===== src/rtl/mod_step_counter_pkg.sv =====
// Shared types and the configuration legality check for the modular step counter.
package mod_step_counter_pkg;

    typedef enum logic [1:0] {
        OP_HOLD,
        OP_COUNT,
        OP_LOAD,
        OP_CFG
    } lane_op_e;

    // A modulus must leave room for at least two states and fit the count width.
    function automatic logic cfg_valid(
        input int unsigned mod_v,
        input int unsigned step_v,
        input int unsigned ch_v,
        input int unsigned width,
        input int unsigned nch
    );
        return (mod_v >= 32'd2) && (mod_v <= (32'd1 << width)) &&
               (step_v < mod_v) && (ch_v < nch);
    endfunction

endpackage


===== src/rtl/mod_step_lane.sv =====
// One counter channel: step, modulus and count registers with the up/down/wrap datapath.
module mod_step_lane
    import mod_step_counter_pkg::*;
#(
    parameter int unsigned WIDTH    = 3,
    parameter int unsigned DEF_STEP = 3,
    parameter int unsigned DEF_MOD  = 7
) (
    input  logic             clk,
    input  logic             rst_n,
    input  logic             sel_cfg,
    input  logic             cfg_ok,
    input  logic [WIDTH-1:0] cfg_step,
    input  logic [WIDTH:0]   cfg_mod,
    input  logic             ld,
    input  logic [WIDTH-1:0] ld_val,
    input  logic             en,
    input  logic             dir,
    output logic [WIDTH-1:0] q,
    output logic             wrap,
    output logic             ld_rej
);

    logic [WIDTH-1:0] step_q, step_d;
    logic [WIDTH:0]   mod_q, mod_d;
    logic [WIDTH-1:0] cnt_q, cnt_d;
    logic             wrap_q, wrap_d;
    lane_op_e         op;
    logic [WIDTH:0]   sum, sum_wrapped, down_wrapped;

    always_comb begin
        step_d       = step_q;
        mod_d        = mod_q;
        cnt_d        = cnt_q;
        wrap_d       = 1'b0;
        ld_rej       = 1'b0;
        sum          = {1'b0, cnt_q} + {1'b0, step_q};
        sum_wrapped  = sum - mod_q;
        down_wrapped = {1'b0, cnt_q} + mod_q - {1'b0, step_q};

        // A config write aimed at this lane blocks ld/en even when it is rejected.
        if (sel_cfg)      op = OP_CFG;
        else if (ld)      op = OP_LOAD;
        else if (en)      op = OP_COUNT;
        else              op = OP_HOLD;

        case (op)
            OP_CFG: begin
                if (cfg_ok) begin
                    step_d = cfg_step;
                    mod_d  = cfg_mod;
                    cnt_d  = '0;
                end
            end
            OP_LOAD: begin
                if ({1'b0, ld_val} < mod_q) cnt_d  = ld_val;
                else                        ld_rej = 1'b1;
            end
            OP_COUNT: begin
                if (!dir) begin
                    if (sum >= mod_q) begin
                        cnt_d  = sum_wrapped[WIDTH-1:0];
                        wrap_d = 1'b1;
                    end else begin
                        cnt_d = sum[WIDTH-1:0];
                    end
                end else if (cnt_q >= step_q) begin
                    cnt_d = cnt_q - step_q;
                end else begin
                    cnt_d  = down_wrapped[WIDTH-1:0];
                    wrap_d = 1'b1;
                end
            end
            default: ;
        endcase
    end

    always_ff @(posedge clk) begin
        if (!rst_n) begin
            step_q <= WIDTH'(DEF_STEP);
            mod_q  <= (WIDTH+1)'(DEF_MOD);
            cnt_q  <= '0;
            wrap_q <= 1'b0;
        end else begin
            step_q <= step_d;
            mod_q  <= mod_d;
            cnt_q  <= cnt_d;
            wrap_q <= wrap_d;
        end
    end

    assign q    = cnt_q;
    assign wrap = wrap_q;

endmodule


===== src/rtl/mod_step_counter.sv =====
// Multi-channel modular step counter: validates config writes once and fans out to NCH lanes.
module mod_step_counter
    import mod_step_counter_pkg::*;
#(
    parameter  int unsigned WIDTH    = 3,
    parameter  int unsigned NCH      = 2,
    parameter  int unsigned DEF_STEP = 3,
    parameter  int unsigned DEF_MOD  = 7,
    localparam int unsigned CHW      = (NCH > 1) ? $clog2(NCH) : 1
) (
    input  logic                 clk,
    input  logic                 rst_n,
    input  logic [NCH-1:0]       en,
    input  logic [NCH-1:0]       dir,
    input  logic [NCH-1:0]       ld,
    input  logic [NCH*WIDTH-1:0] ld_val,
    input  logic                 cfg_we,
    input  logic [CHW-1:0]       cfg_ch,
    input  logic [WIDTH-1:0]     cfg_step,
    input  logic [WIDTH:0]       cfg_mod,
    output logic [NCH*WIDTH-1:0] q,
    output logic [NCH-1:0]       wrap,
    output logic                 err
);

    logic           cfg_ok;
    logic [NCH-1:0] sel_cfg;
    logic [NCH-1:0] ld_rej;
    logic           err_q, err_d;

    assign cfg_ok = cfg_valid(32'(cfg_mod), 32'(cfg_step), 32'(cfg_ch), WIDTH, NCH);

    for (genvar i = 0; i < NCH; i++) begin : g_lane
        assign sel_cfg[i] = cfg_we && (32'(cfg_ch) == i);

        mod_step_lane #(
            .WIDTH    (WIDTH),
            .DEF_STEP (DEF_STEP),
            .DEF_MOD  (DEF_MOD)
        ) u_lane (
            .clk      (clk),
            .rst_n    (rst_n),
            .sel_cfg  (sel_cfg[i]),
            .cfg_ok   (cfg_ok),
            .cfg_step (cfg_step),
            .cfg_mod  (cfg_mod),
            .ld       (ld[i]),
            .ld_val   (ld_val[i*WIDTH +: WIDTH]),
            .en       (en[i]),
            .dir      (dir[i]),
            .q        (q[i*WIDTH +: WIDTH]),
            .wrap     (wrap[i]),
            .ld_rej   (ld_rej[i])
        );
    end

    assign err_d = (cfg_we && !cfg_ok) || (|ld_rej);

    always_ff @(posedge clk) begin
        if (!rst_n) err_q <= 1'b0;
        else        err_q <= err_d;
    end

    assign err = err_q;

endmodule


===== config.mk =====
export PLATFORM = sky130hd
export DESIGN_NAME = mod_step_counter
export DESIGN_NICKNAME = d
export VERILOG_FILES = /design/src/rtl/mod_step_counter_pkg.sv /design/src/rtl/mod_step_lane.sv /design/src/rtl/mod_step_counter.sv
export SDC_FILE = /design/constraint.sdc
export NUM_CORES = 1
export LEC_CHECK = 0
export CAP_MARGIN = 20
export CORE_ASPECT_RATIO = 1.25
export CORE_MARGIN = 1
export CORE_UTILIZATION = 40
export CTS_CLUSTER_SIZE = 30
export DETAILED_ROUTE_END_ITERATION = 8
export GPL_TIMING_DRIVEN = 0
export PLACE_DENSITY = 0.7
export SYNTH_ARGS = -nofsm -noshare
export SYNTH_HDL_FRONTEND = slang
export SYNTH_HIERARCHICAL = 1
export SYNTH_SLANG_ARGS = --single-unit

===== constraint.sdc =====
create_clock -name clk -period 3.49 [get_ports clk]
set_input_delay 0.698 -clock clk [delete_from_list [all_inputs] [get_ports clk]]
set_output_delay 0.698 -clock clk [all_outputs]
set_load 0.02 [all_outputs]

==> results of run 1 <==
layout make-up:
type / instances / area share, %
Sequential cell: 23 / 16.62
Buffer: 7 / 1.265
Clock inverter: 1 / 0.1807
Clock buffer: 3 / 1.491
Timing Repair Buffer: 29 / 10.48
Inverter: 38 / 5.149
Multi-Input combinational cell: 207 / 61.92
Tap cell: 64 / 2.891
metal layers:
| layer | GRT usage (%) | share of wire, % | vias up |
|---|---|---|---|
| met5 | 0 | 0 | - |
| met4 | 7.818 | 2.8 | 0 |
| met3 | 1.611 | 1.9 | 9 |
| met2 | 34.16 | 52 | 26 |
| met1 | 17.30 | 43 | 867 |
| li1 | - | - | 1001 |
cell usage in the layout, fill, tap and decap left out, drive strengths merged, types with 3 or more instances in the layout:
master and instances:
a21boi 4, a21o 3, a21oi 15, and2 4
and3 6, buf 3, clkbuf 7, clkdlybuf4s50 29
dfxtp 23, fa 10, ha 38, inv 38
mux2 3, mux2i 10, nand2 41, nand3 3
nor2 8, nor2b 5, o211ai 9, o21ai 10
o21bai 3, xnor2 4, xor2 3
registers in the layout, indices dropped and copies added (netlist names):
name	flops
g_lane.u_lane/mod_q	8
g_lane.u_lane/q	6
g_lane.u_lane/step_q	6
g_lane.u_lane/wrap	2
err	1
where the power goes:
| part | switching [W] | internal [W] |
|---|---|---|
| Clock | 0.0000909 | 0.0000798 |
| Sequential | 0.0000226 | 0.000280 |
| Combinational | 0.000238 | 0.000230 |
| Total | 0.000351 | 0.000590 |
critical path, delay by kind of cell:
kind	cells	cell delay, ns
and+or+nand+nor	2	0.54
adders and majority gates	1	0.18
buffers and inverters	2	0.62
AOI/OAI and AO/OA	4	1.00
worst paths after layout:
kind / endpoint / slack (ns) / depth (start not counted)
worst min-delay path: g_lane[0].u_lane/mod_q[3]$_SDFFE_PN0P_ / 0.48 / 2
worst min register to register: g_lane[0].u_lane/mod_q[3]$_SDFFE_PN0P_ / 0.48 / 2
worst max register to register: g_lane[1].u_lane/q[1]$_SDFFE_PN0P_ / 0.72 / 8
worst max-delay path: g_lane[0].u_lane/q[0]$_SDFFE_PN0P_ / 0.67 / 9
logic make-up after synthesis:
group	count (synthesis)	share of synthesized area [%]
muxes	13	5.689
xor gates and xnor gates	8	3.562
DFF	23	19.56
buffers and inverters	45	7.549
and+or+nand+nor	79	16.53
adders and majority gates	48	28.71
AOI/OAI and AO/OA	59	18.39
stage by stage:
stage                     utilization [%]  std cells  area [µm²]  setup WS [ns]  hold WS [ns]
after floorplan                         -        275        2354         0.7999        0.4436
after global placement              49.03        368        2724         0.4151        0.4538
after detailed placement            49.03        368        2724         0.3769        0.4724
after CTS                           49.86        372        2770         0.6602        0.4889
after global routing                49.86        372        2770         0.4766        0.5148
final                               49.86        372        2770         0.6662        0.4825
==> flow_summary.yaml, run 1 <==
outcome:
  status: "finished, violations left"
  violations: "DRC"
flow_run:
  cap_violations: 0
placed_design:
  place_hpwl_um: 4114
  numPortBuffers: 29
  gp_congestion: 0.9034
global_route:
  overflow: 0
  antenna_found_initial: 0
  grt_usage_pct: 16.83
  grt_pass1_vias: 1942
  grt_pass1_wl_um: 8259
  grt_max_degree: 14
final_layout:
  syn_to_final_growth_pct: 17.70
  num_antenna_cells: 0
  nNetsFinal: 380
  fill_cells: 559
  regArea_um2: 460.4
  drive_above_1_share_pct: 7.143
  multiInputGateArea_mm2: 0.001715
clock_tree:
  clkTransAtPathRegs_ns: 0.09
  cts_hold_buf: 0
  cts-root-buf: "clkbuf_8"
  postCtsSetupBuffers: 0
  ctsResizeCount: 0
  htreeDepth: 1
  cts_tree: "built"
  clkSinkCount: 23
  clkLatencyLatePin_ns: 0.27
  clock_path_buffers: 2
  numCtsBuffers: 3
logic_synthesis:
  synth_ff_type: "dfxtp_1"
  yosys.area.top_type: "ha_1"
  ys_seq_area_share_pct: 19.56
  ys_types: 49
  synthTopCellsByArea: "ha_1 (20%), dfxtp_1 (20%), fa_1 (8.5%)"
  synth.most_common_cell: "nand2_1"
  syn_nets: 346
  yosysTopAreaCellShare_pct: 20.20
  synthArstFlopShare_pct: 0
  yosys-top-cells-count: "nand2_1 (41), ha_1 (38), inv_1 (38)"
  syn_area_mm2: 0.002354
  synth_edf_count: 0
  synth_seq_cells: 23
  avgSynthCellArea_um2: 8.558
  yosys_warnings: 6
  synthCells: 275
sta:
  timing.fmax_mhz: 354.1
  worst_slew_pin_slew_ns: 0.5867
  finalHoldViolCount: 0
  slew_violations: 0
  grt_setup_unrepaired: "false"
  period_needed_ns: 2.824
  relSlewSlack_pct: 60.47
  layout_worst_path_cycle_share_pct: 80.91
  fin_worst_skew_ns: 0.005138
  setup_viol: 0
  finalSetupTns_ns: 0
die:
  row_count: 30
  die_y_um: 87.76
  start_util_pct: 42.36
  design.core.area_mm2: 0.005555
  chipWidth_um: 70.61
  ios: 32
  die_area_mm2: 0.006196
critical_path:
  cp.arrival_ns: 3.04
  cp_max_fo: 7
  critPathRequiredTime_ns: 3.71
  path_cells: "clkdlybuf4s50_1 > inv_1 > ha_1 > a211oi_1 > o32a_2 > and2b_2 > a311oi_4 > and4_4 > a41o_1"
  crit_path_end_kind: "flip-flop"
  max_stage_delay_ns: 0.54
  r2r_start: "g_lane[1].u_lane/q[0]$_SDFFE_PN0P_"
  startpoint: "cfg_mod[2]"
  cp-start-kind: "input pin"
  worstSetupPathType: "input pin to flip-flop"
  cp_slowest_cell: "clkdlybuf4s50_1"
route:
  drt_first_pass_iters: 6
  wl_um: 4908
  wl_per_cell_um: 13.19
  dr_total_vias: 1903
  ant_nets: 0
  drc: 2
  vias_per_cell: 5.116
  first_iter_violations: 72
power_and_ir_drop:
  p_total_w: 0.0009407
  power_leakage_nw: 1.317
  peakVddDrop_mv: 0.2213
  power_density_mw_per_mm2: 339.6
worst_hold_path:
  hold_path_startpoint: "g_lane[0].u_lane/mod_q[3]$_SDFFE_PN0P_"
  hold_path.class: "flip-flop to flip-flop"
No activity file was read; power rests on OpenSTA's default activity.
==> run 2, diff against run 1 <==
Clock period 3.49 ns to 2.74 ns, I/O delays scaled along.
==> flow_summary.yaml, run 2 (synthesis results as in run 1) <==
global_route:
  grt_pass1_vias: 1942
  overflow: 0
  grt_usage_pct: 16.83
  grt_pass1_wl_um: 8259
  grt_max_degree: 14
  antenna_found_initial: 0
final_layout:
  nNetsFinal: 381
  final_cell_mix: "nand2_1 (41), inv_1 (38), ha_1 (37)"
  regMostFlops: "g_lane.u_lane/mod_q"
  largest_register_ffs: 8
  num_antenna_cells: 0
  postLayoutCoreUtil_pct: 50.36
  syn_to_final_growth_pct: 18.87
  drive_above_1_share_pct: 10.36
  final_common_cell: "nand2_1"
clock_tree:
  cts_hold_buf: 0
  htreeDepth: 1
  clkSinkCount: 23
  cts_tree: "built"
  numCtsBuffers: 3
  clkTransAtPathRegs_ns: 0.09
  cts-root-buf: "clkbuf_8"
  clock_path_buffers: 2
  clkLatencyLatePin_ns: 0.27
sta:
  worst_slew_pin_slew_ns: 0.5170
  finalHoldViolCount: 0
  timing.fmax_mhz: 375.8
  grt_setup_unrepaired: "true"
  setup_viol: 0
  slew_violations: 0
  relSlewSlack_pct: 65.53
  layout_worst_path_cycle_share_pct: 97.12
  whs_ns: 0.4814
  fin_worst_skew_ns: 0.006232
  worst_slack_ns: 0.07883
  period_needed_ns: 2.661
route:
  dr_total_vias: 1918
  ant_nets: 0
  drt_first_pass_iters: 6
  vias_per_cell: 5.142
  wl_um: 5003
  drc: 2
  wl_per_cell_um: 13.41
  first_iter_violations: 80
critical_path:
  r2r-end: "g_lane[1].u_lane/q[1]$_SDFFE_PN0P_"
  cp-start-kind: "flip-flop"
  r2r_start: "g_lane[1].u_lane/q[0]$_SDFFE_PN0P_"
  critPathRequiredTime_ns: 2.93
  worst-r2r-setup-slack_ns: 0.08
  crit_path_end_kind: "flip-flop"
  cp_max_fo: 5
  reg2reg_depth: 8
  cp.arrival_ns: 2.85
  startpoint: "g_lane[1].u_lane/q[0]$_SDFFE_PN0P_"
  worstSetupPathType: "flip-flop to flip-flop"
outcome:
  violations: "DRC"
  status: "finished, violations left"
placed_design:
  gp_congestion: 0.9034
  preCtsSetupSlack_ns: -0.2231
  place_hpwl_um: 4114
  numPortBuffers: 29
worst_hold_path:
  hold_path_startpoint: "g_lane[0].u_lane/mod_q[3]$_SDFFE_PN0P_"
  hold_path_depth: 2
  holdPathEnd: "g_lane[0].u_lane/mod_q[3]$_SDFFE_PN0P_"
  hold_path.class: "flip-flop to flip-flop"
die:
  row_count: 30
  die_y_um: 87.76
  design.core.area_mm2: 0.005555
  ios: 32
  start_util_pct: 42.36
  chipWidth_um: 70.61
  die_area_mm2: 0.006196
power_and_ir_drop:
  power_density_mw_per_mm2: 438.0
  peakVddDrop_mv: 0.2843
  power_leakage_nw: 1.321
flow_run:
  cap_violations: 0
run 2: cell types whose count changed in the layout (fill, tap and decap cells not counted), sizes merged:
cell,change
buf,+1
run 2: per-stage QoR:
| stage | std cells | total power, W | cell area (µm²) | setup TNS (ns) |
|---|---|---|---|---|
| 2_1_floorplan | 275 | 0.0008314 | 2354 | 0 |
| 3_3_place_gp | 368 | 0.0009803 | 2724 | -0.5676 |
| 3_5_place_dp | 368 | 0.0009948 | 2724 | -0.7002 |
| 4_1_cts | 372 | 0.001218 | 2771 | -0.007083 |
| 5_1_grt | 373 | 0.001326 | 2798 | -0.04037 |
| 6_report | 373 | 0.001225 | 2798 | 0 |
run 2: critical path, cell delays in order, from the launching register on:
cell     delay (ns)
dfxtp_4        0.38
ha_2           0.19
fa_2           0.47
fa_2           0.38
a21oi_1        0.14
o21a_1         0.21
mux2_2         0.34
a211o_1        0.27
a31oi_1        0.18
run 2: final cells by class:
type | instances | area (µm²)
Buffer | 7 | 35.03
Clock buffer | 3 | 41.29
Clock inverter | 1 | 5.005
Fill cell | 559 | 2758
Inverter | 38 | 142.6
Multi-Input combinational cell | 207 | 1727
Sequential cell | 23 | 469.2
Tap cell | 64 | 80.08
Timing Repair Buffer | 30 | 297.8
run 2: routing by layer:
| metal | up-vias | routed length (µm) | track usage, % |
|---|---|---|---|
| met3 | 9 | 86 | 1.611 |
| met4 | 0 | 134 | 7.818 |
| met5 | - | 0 | 0 |
| li1 | 1003 | - | - |
| met1 | 882 | 2113 | 17.30 |
| met2 | 24 | 2668 | 34.16 |
run 2: what timing repair did:
| item | in CTS | in global routing |
|---|---|---|
| gates resized for setup | 2 | 9 |
| pin swaps | 0 | 2 |
| endpoints found under the hold margin | 0 | 0 |
| endpoints found under the setup margin | 2 | 6 |
| gates cloned | 0 | 0 |
| buffers inserted | 0 | 1 |
run 2: how the worst max path moves through the flow:
| stage | to | cells past startpoint |
|---|---|---|
| floorplan | g_lane[1].u_lane/q[1]$_SDFFE_PN0P_ | 8 |
| global placement | g_lane[0].u_lane/q[0]$_SDFFE_PN0P_ | 9 |
| detailed placement | g_lane[0].u_lane/q[0]$_SDFFE_PN0P_ | 9 |
| CTS | g_lane[1].u_lane/q[1]$_SDFFE_PN0P_ | 8 |
| global route | g_lane[1].u_lane/q[1]$_SDFFE_PN0P_ | 8 |
| finish | g_lane[1].u_lane/q[1]$_SDFFE_PN0P_ | 8 |
run 2: where the power goes:
part | total (W) | switching (W) | internal [W]
Sequential | 0.000389 | 0.0000295 | 0.000360
Clock | 0.000218 | 0.000116 | 0.000102
Combinational | 0.000618 | 0.000310 | 0.000308
==> run 3, diff against run 2 <==
Settings changed: CAP_MARGIN 20 to 15, CTS_CLUSTER_SIZE 30 to 28, RECOVER_POWER from default to 100.
==> flow_summary.yaml, run 3 (synthesis results as in run 1) <==
outcome:
  status: "finished, violations left"
  violations: "DRC"
sta:
  layout_worst_path_cycle_share_pct: 97.12
  worst_slew_pin_slew_ns: 0.5171
  slew_violations: 0
  setup_viol: 0
  grt_setup_unrepaired: "true"
  fin_worst_skew_ns: 0.006220
  timing.fmax_mhz: 375.8
  worst_slack_ns: 0.07893
  relSlewSlack_pct: 65.53
  finalHoldViolCount: 0
  period_needed_ns: 2.661
die:
  chipWidth_um: 70.61
  ios: 32
  design.core.area_mm2: 0.005555
  die_y_um: 87.76
  die_area_mm2: 0.006196
  start_util_pct: 42.36
  row_count: 30
power_and_ir_drop:
  peakVddDrop_mv: 0.2818
  p_total_w: 0.001221
  power_leakage_nw: 1.343
  power_density_mw_per_mm2: 436.4
clock_tree:
  numCtsBuffers: 3
  htreeDepth: 1
  clkLatencyLatePin_ns: 0.27
  cts_hold_buf: 0
  cts-root-buf: "clkbuf_8"
  clkTransAtPathRegs_ns: 0.09
  clkSinkCount: 23
  clock_path_buffers: 2
  cts_tree: "built"
route:
  drt_first_pass_iters: 6
  dr_total_vias: 1928
  wl_per_cell_um: 13.39
  drc: 2
  first_iter_violations: 80
  ant_nets: 0
  vias_per_cell: 5.169
  wl_um: 4996
placed_design:
  gp_congestion: 0.9034
  place_hpwl_um: 4114
  numPortBuffers: 29
  placedCellCount: 368
  preCtsSetupSlack_ns: -0.2231
final_layout:
  largest_register_ffs: 8
  fill_cells: 559
  final_cell_mix: "nand2_1 (41), inv_1 (38), ha_1 (37)"
  multiInputGateArea_mm2: 0.001727
  regArea_um2: 469.2
  drive_above_1_share_pct: 10.36
  instances_no_fill: 373
  nNetsFinal: 381
  syn_to_final_growth_pct: 18.87
  num_antenna_cells: 0
  final_common_cell: "nand2_1"
  regMostFlops: "g_lane.u_lane/mod_q"
  postLayoutCoreUtil_pct: 50.36
critical_path:
  worstSetupPathType: "flip-flop to flip-flop"
  cp.arrival_ns: 2.85
  critPathRequiredTime_ns: 2.93
  cp_top_family: "adder cells"
  cp-start-kind: "flip-flop"
  cp_num_buf_inv: 0
  cp_max_fo: 5
  path_cells: "ha_2 > fa_2 > fa_2 > a21oi_1 > o21a_1 > mux2_2 > a211o_1 > a31oi_1"
  max_stage_delay_ns: 0.47
  critical_path.most_common_cell: "fa_2"
  cp_slowest_cell: "fa_2"
  crit_path_end_kind: "flip-flop"
global_route:
  antenna_found_initial: 0
  grt_pass1_vias: 1942
  grt_max_degree: 14
  grt_pass1_wl_um: 8259
  grt_usage_pct: 16.83
  overflow: 0
flow_run:
  cap_violations: 0
worst_hold_path:
  hold_path.class: "flip-flop to flip-flop"
run 3: cell types whose count changed in the layout (fill, tap and decap cells not counted), sizes merged:
cell,delta
clkdlybuf4s50,-9
dlygate4sd3,+9
run 3: where the power goes:
group          leakage (nW)  switching (W)  total (W)  internal (W)
sequential            0.188      0.0000290   0.000388      0.000360
combinational          1.13       0.000310   0.000614      0.000304
clock                0.0255       0.000116   0.000218      0.000102
total                  1.34       0.000456    0.00122      0.000765
run 3: stage by stage:
step	TNS (ns)	hold WS, ns	instance area (µm²)
6_report	0	0.4828	2798
3_3_place_gp	-0.5676	0.4538	2724
4_1_cts	-0.007083	0.4889	2771
2_1_floorplan	0	0.4436	2354
3_5_place_dp	-0.7002	0.4724	2724
5_1_grt	-0.04037	0.5148	2798
run 3: layout make-up:
cell class	count	area share (%)
multi-input combinational	207	61.72
sequential	23	16.77
clock inverter	1	0.1789
inverter	38	5.098
timing repair buffer	30	10.64
clock buffer	3	1.476
tap	64	2.862
buffer	7	1.252
run 3: repair_timing:
action                     4_1_cts  5_1_grt
resized for setup                2        9
pin swaps                        0        2
buffers inserted                 0        1
setup endpoints to repair        2        6
run 3: tightest hold or removal path: stages, from the launching register on:
cell and delay (ns):
dfxtp_1 0.32, nand2_1 0.05, a21boi_0 0.07
run 3: path summary, 6_finish.rpt:
kind | slack (ns) | to | depth (start not counted) | start
max | 0.08 | g_lane[1].u_lane/q[1]$_SDFFE_PN0P_ | 8 | g_lane[1].u_lane/q[0]$_SDFFE_PN0P_
min reg2reg | 0.48 | g_lane[0].u_lane/mod_q[3]$_SDFFE_PN0P_ | 2 | g_lane[0].u_lane/mod_q[3]$_SDFFE_PN0P_
max reg2reg | 0.08 | g_lane[1].u_lane/q[1]$_SDFFE_PN0P_ | 8 | g_lane[1].u_lane/q[0]$_SDFFE_PN0P_
min | 0.48 | g_lane[0].u_lane/mod_q[3]$_SDFFE_PN0P_ | 2 | g_lane[0].u_lane/mod_q[3]$_SDFFE_PN0P_
run 3: per-layer routing:
metal,GRT usage (%),wire (µm)
met4,7.818,132
met2,34.16,2656
met3,1.611,148
met1,17.30,2059
met5,0,0
